## src/rtl/axi_ic_pkg.sv

```systemverilog
// axi_ic_pkg: shared AXI interconnect widths, response codes, address map and switch FSM states
package axi_ic_pkg;
    localparam int AXI_DATA_WIDTH = 32;
    localparam int AXI_ADDR_WIDTH = 32;
    localparam int AXI_ID_WIDTH   = 4;
    localparam int AXI_RESP_WIDTH = 2;

    localparam logic [1:0] RESP_OKAY   = 2'b00;
    localparam logic [1:0] RESP_SLVERR = 2'b10;
    localparam logic [1:0] RESP_DECERR = 2'b11;

    localparam logic [31:0] AXI_SLV_MASK = 32'hF000_0000;
    localparam logic [31:0] AXI_S0_BASE  = 32'h0000_0000;
    localparam logic [31:0] AXI_S1_BASE  = 32'h1000_0000;
    localparam logic [31:0] AXI_S2_BASE  = 32'h2000_0000;

    typedef enum logic [1:0] {IDLE, ADDR, DATA, RESP} axi_state_e;
endpackage

```

## src/rtl/axi_addr_decoder.sv

```systemverilog
// axi_addr_decoder: masked address compare to a one-hot slave select; all-zero means unmapped
module axi_addr_decoder
    import axi_ic_pkg::*;
#(
    parameter int                    ADDR_WIDTH = AXI_ADDR_WIDTH,
    parameter logic [ADDR_WIDTH-1:0] SLV_MASK   = ADDR_WIDTH'(AXI_SLV_MASK),
    parameter logic [ADDR_WIDTH-1:0] S0_BASE    = ADDR_WIDTH'(AXI_S0_BASE),
    parameter logic [ADDR_WIDTH-1:0] S1_BASE    = ADDR_WIDTH'(AXI_S1_BASE),
    parameter logic [ADDR_WIDTH-1:0] S2_BASE    = ADDR_WIDTH'(AXI_S2_BASE)
) (
    input  logic [ADDR_WIDTH-1:0] addr,
    output logic [2:0]            sel
);
    logic [ADDR_WIDTH-1:0] masked;

    assign masked = addr & SLV_MASK;
    assign sel    = {masked == S2_BASE, masked == S1_BASE, masked == S0_BASE};
endmodule

```

## src/rtl/slave_switch_w.sv

```systemverilog
// slave_switch_w: routes one granted AXI write transaction to one of three slaves by address,
// answering unmapped addresses internally with DECERR and reporting busy/done to the arbiter.
module slave_switch_w
    import axi_ic_pkg::*;
#(
    parameter int                    DATA_WIDTH = AXI_DATA_WIDTH,
    parameter int                    ADDR_WIDTH = AXI_ADDR_WIDTH,
    parameter int                    ID_WIDTH   = AXI_ID_WIDTH,
    parameter int                    STRB_WIDTH = DATA_WIDTH / 8,
    parameter int                    RESP_WIDTH = AXI_RESP_WIDTH,
    parameter logic [ADDR_WIDTH-1:0] SLV_MASK   = ADDR_WIDTH'(AXI_SLV_MASK),
    parameter logic [ADDR_WIDTH-1:0] S0_BASE    = ADDR_WIDTH'(AXI_S0_BASE),
    parameter logic [ADDR_WIDTH-1:0] S1_BASE    = ADDR_WIDTH'(AXI_S1_BASE),
    parameter logic [ADDR_WIDTH-1:0] S2_BASE    = ADDR_WIDTH'(AXI_S2_BASE)
) (
    input  logic                  sys_clk,
    input  logic                  sys_rstn,
    input  logic [ID_WIDTH-1:0]   s_awid,
    input  logic [ADDR_WIDTH-1:0] s_awaddr,
    input  logic [7:0]            s_awlen,
    input  logic [2:0]            s_awsize,
    input  logic [1:0]            s_awburst,
    input  logic                  s_awvalid,
    output logic                  m_awready,
    input  logic [ID_WIDTH-1:0]   s_wid,
    input  logic [DATA_WIDTH-1:0] s_wdata,
    input  logic [STRB_WIDTH-1:0] s_wstrb,
    input  logic                  s_wlast,
    input  logic                  s_wvalid,
    output logic                  m_wready,
    output logic [ID_WIDTH-1:0]   m_bid,
    output logic [RESP_WIDTH-1:0] m_bresp,
    output logic                  m_bvalid,
    input  logic                  s_bready,
    output logic [ID_WIDTH-1:0]   s0_awid,
    output logic [ADDR_WIDTH-1:0] s0_awaddr,
    output logic [7:0]            s0_awlen,
    output logic [2:0]            s0_awsize,
    output logic [1:0]            s0_awburst,
    output logic                  s0_awvalid,
    input  logic                  s0_awready,
    output logic [ID_WIDTH-1:0]   s0_wid,
    output logic [DATA_WIDTH-1:0] s0_wdata,
    output logic [STRB_WIDTH-1:0] s0_wstrb,
    output logic                  s0_wlast,
    output logic                  s0_wvalid,
    input  logic                  s0_wready,
    input  logic [ID_WIDTH-1:0]   s0_bid,
    input  logic [RESP_WIDTH-1:0] s0_bresp,
    input  logic                  s0_bvalid,
    output logic                  s0_bready,
    output logic [ID_WIDTH-1:0]   s1_awid,
    output logic [ADDR_WIDTH-1:0] s1_awaddr,
    output logic [7:0]            s1_awlen,
    output logic [2:0]            s1_awsize,
    output logic [1:0]            s1_awburst,
    output logic                  s1_awvalid,
    input  logic                  s1_awready,
    output logic [ID_WIDTH-1:0]   s1_wid,
    output logic [DATA_WIDTH-1:0] s1_wdata,
    output logic [STRB_WIDTH-1:0] s1_wstrb,
    output logic                  s1_wlast,
    output logic                  s1_wvalid,
    input  logic                  s1_wready,
    input  logic [ID_WIDTH-1:0]   s1_bid,
    input  logic [RESP_WIDTH-1:0] s1_bresp,
    input  logic                  s1_bvalid,
    output logic                  s1_bready,
    output logic [ID_WIDTH-1:0]   s2_awid,
    output logic [ADDR_WIDTH-1:0] s2_awaddr,
    output logic [7:0]            s2_awlen,
    output logic [2:0]            s2_awsize,
    output logic [1:0]            s2_awburst,
    output logic                  s2_awvalid,
    input  logic                  s2_awready,
    output logic [ID_WIDTH-1:0]   s2_wid,
    output logic [DATA_WIDTH-1:0] s2_wdata,
    output logic [STRB_WIDTH-1:0] s2_wstrb,
    output logic                  s2_wlast,
    output logic                  s2_wvalid,
    input  logic                  s2_wready,
    input  logic [ID_WIDTH-1:0]   s2_bid,
    input  logic [RESP_WIDTH-1:0] s2_bresp,
    input  logic                  s2_bvalid,
    output logic                  s2_bready,
    output logic                  wr_busy,
    output logic                  wr_done,
    output logic                  wr_proto_err
);
    axi_state_e          state, state_nxt;
    logic [2:0]          sel, dec_sel, aw_en, w_en, b_en;
    logic [7:0]          beat_cnt, awlen_q;
    logic [ID_WIDTH-1:0] awid_q;
    logic                aw_hs, w_hs, b_hs, unmapped;

    axi_addr_decoder #(
        .ADDR_WIDTH (ADDR_WIDTH),
        .SLV_MASK   (SLV_MASK),
        .S0_BASE    (S0_BASE),
        .S1_BASE    (S1_BASE),
        .S2_BASE    (S2_BASE)
    ) u_dec (
        .addr (s_awaddr),
        .sel  (dec_sel)
    );

    // Each channel is steered only while the FSM is in the matching phase.
    assign aw_en    = (state == ADDR) ? sel : 3'b000;
    assign w_en     = (state == DATA) ? sel : 3'b000;
    assign b_en     = (state == RESP) ? sel : 3'b000;
    assign unmapped = (sel == 3'b000);

    assign m_awready = (state == ADDR) && (unmapped || |(sel & {s2_awready, s1_awready, s0_awready}));
    assign m_wready  = (state == DATA) && (unmapped || |(sel & {s2_wready, s1_wready, s0_wready}));
    assign m_bvalid  = (state == RESP) && (unmapped || |(sel & {s2_bvalid, s1_bvalid, s0_bvalid}));
    assign m_bid     = b_en[0] ? s0_bid : b_en[1] ? s1_bid : b_en[2] ? s2_bid :
                       (state == RESP) ? awid_q : '0;
    assign m_bresp   = b_en[0] ? s0_bresp : b_en[1] ? s1_bresp : b_en[2] ? s2_bresp :
                       (state == RESP) ? RESP_WIDTH'(RESP_DECERR) : '0;

    assign aw_hs = s_awvalid & m_awready;
    assign w_hs  = s_wvalid & m_wready;
    assign b_hs  = m_bvalid & s_bready;

    assign wr_busy      = (state != IDLE);
    assign wr_done      = b_hs;
    assign wr_proto_err = w_hs && (s_wlast ? (beat_cnt != awlen_q) : (beat_cnt == awlen_q));

    always_comb begin
        state_nxt = (state == IDLE && s_awvalid) ? ADDR :
                    aw_hs                        ? DATA :
                    (w_hs && s_wlast)            ? RESP :
                    b_hs                         ? IDLE : state;
    end

    always_ff @(posedge sys_clk or negedge sys_rstn) begin
        if (!sys_rstn)
            state <= IDLE;
        else
            state <= state_nxt;
    end

    always_ff @(posedge sys_clk or negedge sys_rstn) begin
        if (!sys_rstn) begin
            sel      <= 3'b000;
            awid_q   <= '0;
            awlen_q  <= '0;
            beat_cnt <= '0;
        end else begin
            if (state == IDLE && s_awvalid) begin
                sel     <= dec_sel;
                awid_q  <= s_awid;
                awlen_q <= s_awlen;
            end
            if (b_hs)
                beat_cnt <= '0;
            else if (w_hs && beat_cnt != 8'hFF)
                beat_cnt <= beat_cnt + 8'd1;
        end
    end

    assign s0_awvalid = aw_en[0] & s_awvalid;
    assign s0_awid    = aw_en[0] ? s_awid : '0;
    assign s0_awaddr  = aw_en[0] ? s_awaddr : '0;
    assign s0_awlen   = aw_en[0] ? s_awlen : '0;
    assign s0_awsize  = aw_en[0] ? s_awsize : '0;
    assign s0_awburst = aw_en[0] ? s_awburst : '0;
    assign s0_wvalid  = w_en[0] & s_wvalid;
    assign s0_wid     = w_en[0] ? s_wid : '0;
    assign s0_wdata   = w_en[0] ? s_wdata : '0;
    assign s0_wstrb   = w_en[0] ? s_wstrb : '0;
    assign s0_wlast   = w_en[0] & s_wlast;
    assign s0_bready  = b_en[0] & s_bready;

    assign s1_awvalid = aw_en[1] & s_awvalid;
    assign s1_awid    = aw_en[1] ? s_awid : '0;
    assign s1_awaddr  = aw_en[1] ? s_awaddr : '0;
    assign s1_awlen   = aw_en[1] ? s_awlen : '0;
    assign s1_awsize  = aw_en[1] ? s_awsize : '0;
    assign s1_awburst = aw_en[1] ? s_awburst : '0;
    assign s1_wvalid  = w_en[1] & s_wvalid;
    assign s1_wid     = w_en[1] ? s_wid : '0;
    assign s1_wdata   = w_en[1] ? s_wdata : '0;
    assign s1_wstrb   = w_en[1] ? s_wstrb : '0;
    assign s1_wlast   = w_en[1] & s_wlast;
    assign s1_bready  = b_en[1] & s_bready;

    assign s2_awvalid = aw_en[2] & s_awvalid;
    assign s2_awid    = aw_en[2] ? s_awid : '0;
    assign s2_awaddr  = aw_en[2] ? s_awaddr : '0;
    assign s2_awlen   = aw_en[2] ? s_awlen : '0;
    assign s2_awsize  = aw_en[2] ? s_awsize : '0;
    assign s2_awburst = aw_en[2] ? s_awburst : '0;
    assign s2_wvalid  = w_en[2] & s_wvalid;
    assign s2_wid     = w_en[2] ? s_wid : '0;
    assign s2_wdata   = w_en[2] ? s_wdata : '0;
    assign s2_wstrb   = w_en[2] ? s_wstrb : '0;
    assign s2_wlast   = w_en[2] & s_wlast;
    assign s2_bready  = b_en[2] & s_bready;
endmodule

```

## config.mk

```make
export PLATFORM = sky130hd
export DESIGN_NAME = slave_switch_w
export DESIGN_NICKNAME = d
export VERILOG_FILES = /design/src/rtl/axi_ic_pkg.sv /design/src/rtl/axi_addr_decoder.sv /design/src/rtl/slave_switch_w.sv
export SDC_FILE = /design/constraint.sdc
export NUM_CORES = 1
export LEC_CHECK = 0
export ABC_AREA = 1
export BUFFER_PORTS_ARGS = -buffer_cell sky130_fd_sc_hd__buf_2
export CORE_AREA = 2 2 163 165
export CTS_BUF_LIST = sky130_fd_sc_hd__clkbuf_4 sky130_fd_sc_hd__clkbuf_8 sky130_fd_sc_hd__clkbuf_16
export DETAILED_ROUTE_END_ITERATION = 16
export DIE_AREA = 0 0 165 167
export PLACE_DENSITY = 0.47
export SYNTH_ARGS = -nofsm -noshare
export SYNTH_HDL_FRONTEND = slang
export SYNTH_SLANG_ARGS = --single-unit
export TNS_END_PERCENT = 50
```

## constraint.sdc

```tcl
create_clock -name sys_clk -period 1.9 [get_ports sys_clk]
set_input_delay 0.38 -clock sys_clk [delete_from_list [all_inputs] [get_ports sys_clk]]
set_output_delay 0.38 -clock sys_clk [all_outputs]
set_load 0.01 [all_outputs]
```

---- Word-level counts from Yosys, hierarchy flattened ----
Cells that the tools add are included.
storage, ports and cells
  register bits after elaboration ......... 25
  bits of input ports ..................... 122
  output and inout port bits .............. 291
  word-level logic and storage cells ...... 93
operators by class
  $add $sub $neg .......................... 1
  equal/unequal tests ..................... 8
  mux-type cells .......................... 42
  bitwise logic cells ..................... 18
  reductions and logical operators ........ 19
operators with widths
  cell                   number
  $mux W32               6
  $mux W4                13
  $mux W8                5
  $logic_not A32 Y1      1
  $mux W2                11
  $mux W3                6
  $and A1 B1 Y1          15
  $and A3 B3 Y3          3
  $reduce_or A3 Y1       3
  $add A8 B1 Y8 const B  1
  $eq A8 B8 Y1           1
  $ne A8 B8 Y1           1
  $ne A8 B8 Y1 const B   1
  $logic_and A1 B1 Y1    7
  $eq A2 B2 Y1 const B   2
  $eq A4 B1 Y1 const B   1
  $eq A4 B2 Y1 const B   1
  $reduce_bool A2 Y1     2
  $reduce_bool A4 Y1     1
  $logic_not A3 Y1       1
  $logic_or A1 B1 Y1     3
  $eq A2 B1 Y1 const B   1
  $logic_not A2 Y1       1
  $mux W1                1

---- Logic depth before layout (Yosys ltp) ----
  depth in word-level cells ............... 9
  mapped depth ............................ 10
  depth with buffers taken out ............ 10

---- Hierarchy ----
A second synthesis with hierarchy kept.
second synthesis, totals
  cells, all modules ...................... 664
  area, all modules ....................... 3,278.1 sq um
by module, submodules not included
  module            times used  cells an instance  area an instance (sq um)  seq. area each (sq um)
  slave_switch_w    1           653                3,234.4                   625.6
  axi_addr_decoder  1           11                 43.8                      0.0

---- Least setup slack after synthesis ----
OpenSTA, ideal clock, no wires.
  path kind ............................... flip-flop to output port
  start ................................... reg sel[0]
  end ..................................... out wr_proto_err
  arrival time ............................ 1,221 ps
  required time ........................... 1,520 ps
  path slack .............................. 299 ps
  cell stages (with the launch flop) ...... 9
  buffers on the path ..................... 1
  cell sequence ........................... dfrtp_1 -> buf_2 -> inv_2 -> nand3_2 -> nand3_1 -> nand2_1 -> nor2_1 -> nand2_1 -> nor2_1
on the way
  word-level cells in the longest chain between the ends .. 6
  elaborated cells between the ends (all ways) .. 7
  those cells by class .................... bitwise (2); reduce/logical (5)
ends and longest elaborated chain
  element                 line                   source
  start, declared         slave_switch_w.sv:91   logic [2:0] sel, dec_sel, aw_en, w_en, b_en;
  start signal, assigned  slave_switch_w.sv:151  sel <= dec_sel;
  $and A3 B3 Y3           slave_switch_w.sv:114  assign m_wready = (state == DATA) && (unmapped || |(sel & {s2_wready, s1_wready, s0_wready}));
  $reduce_or A3 Y1        slave_switch_w.sv:114
  $logic_or A1 B1 Y1 *    slave_switch_w.sv:114
  $logic_and A1 B1 Y1 *   slave_switch_w.sv:114
  $and A1 B1 Y1 *         slave_switch_w.sv:122  assign w_hs = s_wvalid & m_wready;
  $logic_and A1 B1 Y1 *   slave_switch_w.sv:127  assign wr_proto_err = w_hs && (s_wlast ? (beat_cnt != awlen_q) : (beat_cnt == awlen_q));
  end, declared           slave_switch_w.sv:88   output logic wr_proto_err
Every way passes the cells marked *; elsewhere a longest branch is shown, timed or not.

---- Worst setup path in the final report ----
  start ................................... reg state[1]
  end ..................................... out s1_wdata[2]
on the way
  word-level cells in the longest chain between the ends .. 3
ends and longest elaborated chain
  element                 line                   source
  start, declared         slave_switch_w.sv:90   axi_state_e state, state_nxt;
  start signal, assigned  slave_switch_w.sv:140  state <= state_nxt;
  $eq A2 B2 Y1            slave_switch_w.sv:109  assign w_en = (state == DATA) ? sel : 3'b000;
  $mux W3                 slave_switch_w.sv:109
  $mux W32                slave_switch_w.sv:183  assign s1_wdata = w_en[1] ? s_wdata : '0;
  end, declared           slave_switch_w.sv:60   output logic [DATA_WIDTH-1:0] s1_wdata,
Every way passes these cells.

==> metrics <==
status=finished, violations left; failing checks=negative setup slack; CP Class=register to output pin; startpoint types=register; Placer Congestion=a little under 0.8; Root Driver=clkbuf_16; Die H=167 µm; largest net degree at the start of global routing=between 50 and 60; area of the multi-input gates=0.002359 mm²; hpwl dp=16800 µm; Worst-path clk slew=0.08 ns; post-synthesis sequential area ratio=0.1929; syn nets=772; yosys warns=0; Design Power=~5.4 mW; H-tree levels=1; # fillers=~3000; antenna diode count=0; Most used DFF post-synth=dfrtp_1; Die X=~170 µm; clock network fraction of design power=0.093; Syn-to-layout area delta=106.9%; Achievable Freq=516.1 MHz; TritonCTS clock tree=built; share of power burned in registers=0.178; Hold WS=0.1139 ns; hold buffers post-CTS=0; count leader, synth=nor2_1; final hold viol count=0; initial core utilization=0.1259; worst hold path type=input port to async pin; Setup violations, final=30; Synth Register Bits=25; RSZ-0062 raised after global routing=true; Sw Share=0.5010; Synth area leaders=nor2_1 34%, dfrtp_1 19%, inv_1 14%; post-place setup slack=0.1116 ns; clock sinks=25; Netlist cell types=27; Num CTS Buffers=3; Worst Path Required=1.52 ns; Die ar.=0.02756 mm²; sw power=2.721 mW; syn avg cell area=4.997 µm²; Post-synth ARST share=1.000; IO Pins=413; design internal power=2.710 mW; Tcrit/Tclk final=1.020; DR WL/cell=15.26 µm; Total GRT Usage=0.1334; row count=59; Clock Path Buffers=2; share of cells above drive strength 1=0.5307; Data arrival, critical path=1.56 ns; Peak VDD IR=between 0.3 and 0.4 mV; via/cell ratio=3.906; Synth top cells by count=295 x nor2_1, 121 x inv_1, 91 x nand2_1, 30 x buf_2; Setup crit end kind=output pin; Post-synth EDFFs=0; Cells after Synth=649; PwrDens=809.4 mW/mm²; max-cap violations=0; Static Leak=4.471 nW; min Tclk post-route=1.938 ns; post-route DRC violation count=0; drt pass-1 iters=4; vias in the first global route=4925; leading area contributor after synthesis=nor2_1; # nets final=1198; Clock Skews=0.01155 ns; gr ovfl total=0; core region area=0.02576 mm²; mapped cell area=between 0.003 and 0.004 mm²; combinational share of power=0.729; Setup WS post-layout=-0.03773 ns; Reg area=638.1 µm²; Initial DRC Count=197; Worst-Margin Slew=around 0.63 ns; final wirelength=21500 µm; relative slew slack=0.5801; worst skew pair latency=0.27 ns; Yosys top cell area share=0.3414; crit-path max FO=21; first-pass GRT wire length=28170 µm; Pins Over Slew Limit=0; initial antenna violation count=1; # port buffers=412; Detail Route Antenna Nets=0; via count=5504
## state kept, by name, indices dropped and copies added, names as in the netlist
register,count
state,2
beat_cnt,8
awid_q,4
awlen_q,8
sel,3
## cells in the final DEF (no fill, tap or decap)
master	netlist	routed
clkbuf_16	0	8
xor2_1	3	3
nand4_1	6	6
nand2_2	0	4
nand3_4	1	3
dfrtp_1	25	15
buf_2	30	391
inv_1	121	119
nor2_1	295	221
nand3_2	1	1
a21oi_2	0	1
buf_6	2	28
buf_4	0	22
nor2_2	2	51
inv_2	5	6
o21ai_0	16	15
nor2_4	1	26
buf_12	0	8
and2_1	1	1
xnor2_2	0	2
inv_6	0	1
o21ai_1	1	1
dfrtp_2	0	10
nand2_1	91	85
nor3_1	1	1
o221ai_1	2	2
nand3_1	25	23
inv_4	0	1
o21ai_2	0	1
xnor2_1	7	5
nand2_8	0	2
nand4_4	1	1
inv_8	0	1
o211ai_1	1	1
ha_1	1	1
a21oi_1	6	5
nand2_4	2	2
## area by class of cell
| cell class | count | share of cell area |
|---|---|---|
| clock buffer | 3 | 0.01119 |
| clock inverter | 1 | 0.001305 |
| inverter | 127 | 0.07255 |
| sequential | 25 | 0.09511 |
| multi-input combinational | 464 | 0.3515 |
| tap | 335 | 0.06248 |
| timing repair buffer | 454 | 0.4058 |
## routing by layer
layer	vias to the layer above	global-route usage	wire, µm
met5	-	0	0
met4	0	0.02306	312
met3	14	0.008219	1141
met2	280	0.2667	11610
met1	2494	0.1535	8431
li1	2716	-	-
## path summary, 6_finish.rpt
| kind | startpoint | slack, ns | cells past startpoint | end |
|---|---|---|---|---|
| hold / removal | sys_rstn | 0.11 | 1 | awlen_q[4] |
| max in group asynchronous | sys_rstn | 1.31 | 1 | sel[1] |
| min in group sys_clk | s_awlen[2] | 0.33 | 3 | awlen_q[2] |
| setup / recovery | state[1] | -0.04 | 7 | s1_wdata[2] |
| hold reg to reg | awid_q[1] | 0.49 | 2 | awid_q[1] |
| setup reg to reg | beat_cnt[0] | 0.33 | 8 | beat_cnt[4] |
## worst max-delay path, cell delays in order, from the launching register on
cell,delay (ns)
dfrtp_2,0.46
inv_2,0.06
nor2_4,0.11
buf_6,0.13
nand2_8,0.08
clkbuf_16,0.20
nor2_2,0.10
buf_2,0.14
## kinds of logic (layout without fill, tap and decap cells)
kind of cell | after synthesis | after routing | share of synthesized area
DFF | 25 | 25 | 0.1929
adders and majority gates | 1 | 1 | 0.003857
xor gates and xnor gates | 10 | 10 | 0.02701
buffers and inverters | 160 | 585 | 0.2033
AOI/OAI and AO/OA | 26 | 26 | 0.04321
and+or+nand+nor | 427 | 427 | 0.5297
## power by group through the flow
stage	logic [mW]	registers, mW	clock network, mW
after floorplan	1.86	0.896	0
after global placement	3.19	0.937	0
after detailed placement	3.18	0.941	0
after CTS	3.33	0.943	0.530
after global routing	4.36	0.995	0.546
final	3.96	0.966	0.506
## stage by stage
stage / area [µm²] / TNS (ns) / std cells / util
global route: 6709 / -7.813 / 1409 / 0.2604
finish: 6709 / -0.4512 / 1409 / 0.2604
CTS: 5937 / -0.1823 / 1388 / 0.2304
global placement: 5772 / 0 / 1382 / 0.2240
detailed placement: 5772 / 0 / 1382 / 0.2240
floorplan: 3243 / 0 / 649 / -
## what timing repair did
| item | in CTS | in global routing |
|---|---|---|
| gates cloned | 0 | 7 |
| pin swaps | 3 | 12 |
| resized for setup | 18 | 142 |
| endpoints found under the setup margin | 283 | 252 |
| buffers inserted | 2 | 14 |
(Power assumes the default switching activity.)
